===== config.mk =====
export PLATFORM = sky130hd
export DESIGN_NAME = pipelined_processing_unit
export DESIGN_NICKNAME = d
export VERILOG_FILES = /design/src/rtl/pipelined_processing_unit.sv
export SDC_FILE = /design/constraint.sdc
export NUM_CORES = 1
export LEC_CHECK = 0
export BUFFER_PORTS_ARGS = -buffer_cell sky130_fd_sc_hd__buf_2
export CORE_MARGIN = 2
export CORE_UTILIZATION = 45
export CTS_BUF_LIST = sky130_fd_sc_hd__clkbuf_16
export CTS_CLUSTER_DIAMETER = 60
export DETAILED_ROUTE_END_ITERATION = 7
export PLACE_DENSITY_LB_ADDON = 0.08
export SETUP_SLACK_MARGIN = 0.1
export SLEW_MARGIN = 30
export SYNTH_ARGS = -nofsm -noshare
export SYNTH_HDL_FRONTEND = slang
export SYNTH_SLANG_ARGS = --single-unit

===== constraint.sdc =====
create_clock -name clk -period 3.51 [get_ports clk]
set_input_delay 0.702 -clock clk [delete_from_list [all_inputs] [get_ports clk]]
set_output_delay 0.702 -clock clk [all_outputs]
set_load 0.005 [all_outputs]

===== src/rtl/pipelined_processing_unit.sv =====
// -----------------------------------------------------------------------------
// pipelined_processing_unit
//
// Three-stage byte-logic pipeline followed by a match counter. Every clock
// out of reset the 32-bit input word is split into four bytes a..d, and the
// pipeline computes
//   stage 1 : a, b, c, d captured
//   stage 2 : P = a & b, Q = c ^ d, R = a ^ b, S = ~(c & d)
//   stage 3 : E = P | Q, F = R & S
// One edge after a valid stage-3 result appears, match_count increments if
// E == F. Throughput is one sample per clock, with no stalls.
//
// Ports
//   clk          : single clock, rising-edge triggered
//   rst          : asynchronous, active-high reset
//   counter      : 32-bit data word, sampled every clock while out of reset
//   valid_out    : high while the stage-3 E/F registers hold a valid sample
//   match_count  : running count of samples with E == F (CNT_W bits)
//
// Parameters
//   CNT_W        : width of match_count (default 16)
//
// Configuration macro
//   PPU_SAT_EN   : when defined, match_count saturates at all-ones and holds.
//                  When undefined, it wraps from all-ones to zero.
// -----------------------------------------------------------------------------
module pipelined_processing_unit #(
  parameter int CNT_W = 16
) (
  input  logic             clk,
  input  logic             rst,
  input  logic [31:0]      counter,
  output logic             valid_out,
  output logic [CNT_W-1:0] match_count
);

  // Stage 1: raw bytes
  logic [7:0] a_q, b_q, c_q, d_q;
  logic       v1_q;
  // Stage 2: partial logic terms
  logic [7:0] p_q, q_q, r_q, s_q;
  logic       v2_q;
  // Stage 3: compared operands
  logic [7:0] e_q, f_q;
  logic       v3_q;

  logic       hit;

  // NOTE: every pipeline register, valid bit included, is cleared by reset.
  // This is what discards in-flight samples when reset arrives mid-stream.
  // Clearing only the valid bits would also be enough, but clearing all of
  // them keeps state visible in simulation deterministic.
  always_ff @(posedge clk or posedge rst) begin
    if (rst) begin
      a_q  <= '0;
      b_q  <= '0;
      c_q  <= '0;
      d_q  <= '0;
      v1_q <= 1'b0;
      p_q  <= '0;
      q_q  <= '0;
      r_q  <= '0;
      s_q  <= '0;
      v2_q <= 1'b0;
      e_q  <= '0;
      f_q  <= '0;
      v3_q <= 1'b0;
    end else begin
      // NOTE: non-blocking assignments let each stage read the previous
      // stage's value from before this edge. That is what creates the
      // pipeline registers instead of collapsing them into one combinational
      // path.
      a_q  <= counter[7:0];
      b_q  <= counter[15:8];
      c_q  <= counter[23:16];
      d_q  <= counter[31:24];
      v1_q <= 1'b1;  // input is valid every cycle out of reset

      p_q  <= a_q & b_q;
      q_q  <= c_q ^ d_q;
      r_q  <= a_q ^ b_q;
      s_q  <= ~(c_q & d_q);
      v2_q <= v1_q;

      e_q  <= p_q | q_q;
      f_q  <= r_q & s_q;
      v3_q <= v2_q;
    end
  end

  assign valid_out = v3_q;

  // Bubbles (v3 = 0) are ignored, even though their zeroed E/F compare equal.
  assign hit = v3_q && (e_q == f_q);

  always_ff @(posedge clk or posedge rst) begin
    if (rst) begin
      match_count <= '0;
    end else if (hit) begin
`ifdef PPU_SAT_EN
      if (match_count != {CNT_W{1'b1}}) begin
        match_count <= match_count + CNT_W'(1);
      end
`else
      match_count <= match_count + CNT_W'(1);  // wraps all-ones -> 0
`endif
    end
  end

endmodule


==> impl_metrics.tcl <==
set metrics [dict create \
    clkLatencyLatePin_ns 0.32 \
    clock_power_share_pct 40.3 \
    drtAntennaViolNets 0 \
    critPathLaunchType "flop" \
    max_freq_mhz 579 \
    syn_to_final_growth_pct 20.3 \
    cp.required_ns 3.72 \
    ys_ff_latch 99 \
    p_int_mw 1.80 \
    ctsResizeCount 0 \
    dieArea_um2 7860 \
    irDropWorstVdd_v 0.000285 \
    cp-end-kind "flop" \
    grt_util_all_layers_pct 11.7 \
    rows 30 \
    gr-total-overflow 0 \
    htreeDepth 3 \
    hold_violations 0 \
    worstPathCellList "xnor2_1 -> nand4_1 -> nor2_2 -> nand2_1 -> mux2_2" \
    hold_path_startpoint "v1_q$_DFF_PP0_" \
    cts_buffer_depth 2 \
    fin_worst_skew_ns 0.00456 \
    fin_util_pct 56.5 \
    layout-drive-gt1-share_pct 28.3 \
    post_drt_wl_per_cell_um 10.7 \
    syn_nets 249 \
    final_common_cell "dfrtp_1" \
    p_comb_share_pct 4.3 \
    initial_core_util_pct 47.0 \
    antenna_found_initial 0 \
    cts.sinks 99 \
    crit_arrival_ns 1.94 \
    status "completed" \
    clk_pin_slew_ns 0.06 \
    fin_nets 311 \
    cap_violations 0 \
    worstMarginPinSlew_ns 0.696 \
    holdCritPathClass "reg -> reg" \
    fillers 569 \
    die_y_um 88.7 \
    reg2reg_from "f_q[4]$_DFF_PP0_" \
    grt_pass1_wl_um 6830 \
    rsz0062_at_grt "no" \
    maxSlewHeadroom_pct 53.6 \
    fin_crit_sh_pct 49.2 \
    clockRootBuffer "clkbuf_16" \
    path_max_fanout 15 \
    final-setup-viol-count 0 \
    gp_congestion 0.753 \
    dpl.hpwl_um 2670 \
    crit_path_max_incr_delay_ns 0.45 \
    vias 1575 \
    mostFrequentLayoutCells "dfrtp_1, buf_2, xnor2_1" \
    path_class "reg -> reg" \
    setup.worst_path.start "f_q[4]$_DFF_PP0_" \
    powerDensity_nw_per_um2 574 \
    min_period_ns 1.73 \
    diodes 0 \
    setup_tns_ns 0 \
    seq_power_share_pct 55.4 \
    cts_tree "done" \
    grt_pass1_vias 1569 \
    sw_frac_of_total_pct 19.3 \
    p_sw_mw 0.429 \
    die_x_um 88.7 \
    grt_max_degree 62 \
    synth_cells 198 \
    leakagePower_nw 1.90 \
    coreArea_um2 6870 \
    cts_hold_buf 0 \
    drtIter0Drc 90 \
    port_buffers 50 \
    cts_buffers 9 \
    total_power_mw 2.23 \
    ys_seq_area_share_pct 76.8 \
    drv_slew 0 \
    firstDrtPassIters 2 \
    cts_setup_buffers 0 \
    drc 0 \
    avgSynthCellArea_um2 16.3 \
    io_pins 51 \
    slowest_stage "nor2_2" \
    drt-total-wl_um 3880 \
    synthDistinctLibCells 18 \
    vias_per_cell 4.36 \
    synth-warning-count 0 \
    synth.cell_area_um2 3230 \
]
-- final cells by class --
cell class	instances	area (µm²)	area share, %
clock inverter	7	52.6	1.35
tap	96	120	3.10
inverter	12	47.5	1.23
sequential	99	2480	63.9
multi-input combinational	86	692	17.8
timing repair buffer	52	265	6.84
clock buffer	9	225	5.80
-- power by group through the flow --
stage | registers, mW | logic [mW] | clock network, mW
global route | 1.24 | 0.116 | 0.981
floorplan | 1.25 | 0.0617 | 0
finish | 1.23 | 0.0961 | 0.896
detailed placement | 1.26 | 0.101 | 0
CTS | 1.23 | 0.102 | 0.929
global placement | 1.25 | 0.0990 | 0
-- cells by family after synthesis --
group | count (synthesis) | synth area share [%]
other | 1 | 0.116
multiplexers | 1 | 0.349
AND/OR/NAND/NOR | 44 | 8.15
adder cells (fa/ha/maj) | 17 | 6.59
flip-flops | 99 | 76.8
buffers and inverters | 13 | 1.75
XOR/XNOR | 23 | 6.25
-- final timing paths --
path | to | slack, ns | cells after the start
max in group asynchronous | s_q[2]$_DFF_PP0_ | 2.28 | 3
min in group asynchronous | a_q[5]$_DFF_PP0_ | 0.48 | 2
setup reg to reg | match_count[1]$_DFFE_PP0P_ | 1.78 | 5
setup / recovery | match_count[1]$_DFFE_PP0P_ | 1.78 | 5
hold / removal | v2_q$_DFF_PP0_ | 0.36 | 0
hold reg to reg | v2_q$_DFF_PP0_ | 0.36 | 0
-- per-stage QoR --
step / std cells / hold WS, ns / setup WS (ns) / instance area, µm²
finish: 361 / 0.359 / 1.78 / 3880
global route: 361 / 0.375 / 1.65 / 3880
CTS: 361 / 0.363 / 1.76 / 3880
detailed placement: 345 / 0.349 / 1.78 / 3600
global placement: 345 / 0.332 / 1.81 / 3600
floorplan: 198 / 0.331 / 0.218 / 3230
-- worst max-delay path, delay by kind of cell, from the launching register on --
family | cells | cell delay (ns)
muxes | 1 | 0.30
and+or+nand+nor | 3 | 0.77
DFF | 1 | 0.37
xor gates and xnor gates | 1 | 0.18
-- flip-flops by register name, summed over array words and instances, names as in the netlist --
| register | count |
|---|---|
| e_q | 8 |
| p_q | 8 |
| valid_out | 1 |
| r_q | 8 |
| b_q | 8 |
| c_q | 8 |
| match_count | 16 |
| s_q | 8 |
| v2_q | 1 |
| d_q | 8 |
| q_q | 8 |
| v1_q | 1 |
| a_q | 8 |
| f_q | 8 |
-- per-layer routing --
| metal | vias to the layer above | routed length, µm | GRT usage [%] |
|---|---|---|---|
| li1 | 765 | - | - |
| met1 | 766 | 1840 | 15.1 |
| met2 | 39 | 1770 | 17.3 |
| met3 | 5 | 218 | 5.04 |
| met4 | 0 | 52 | 4.96 |
| met5 | - | 0 | 0 |
-- synth_stat cells, drive strengths merged --
master	count	area share, %
nor3b	1	0.39
xnor2	22	6.0
nand4	11	2.1
nor2	3	0.43
or2	8	1.6
dfrtp	99	77
inv	12	1.4
and2	9	1.7
buf	1	0.35
ha	17	6.6
conb	1	0.12
xor2	1	0.27
and3	3	0.62
nand3	6	0.93
mux2	1	0.35
nand2	3	0.35
No activity file was read; power rests on OpenSTA's default activity.
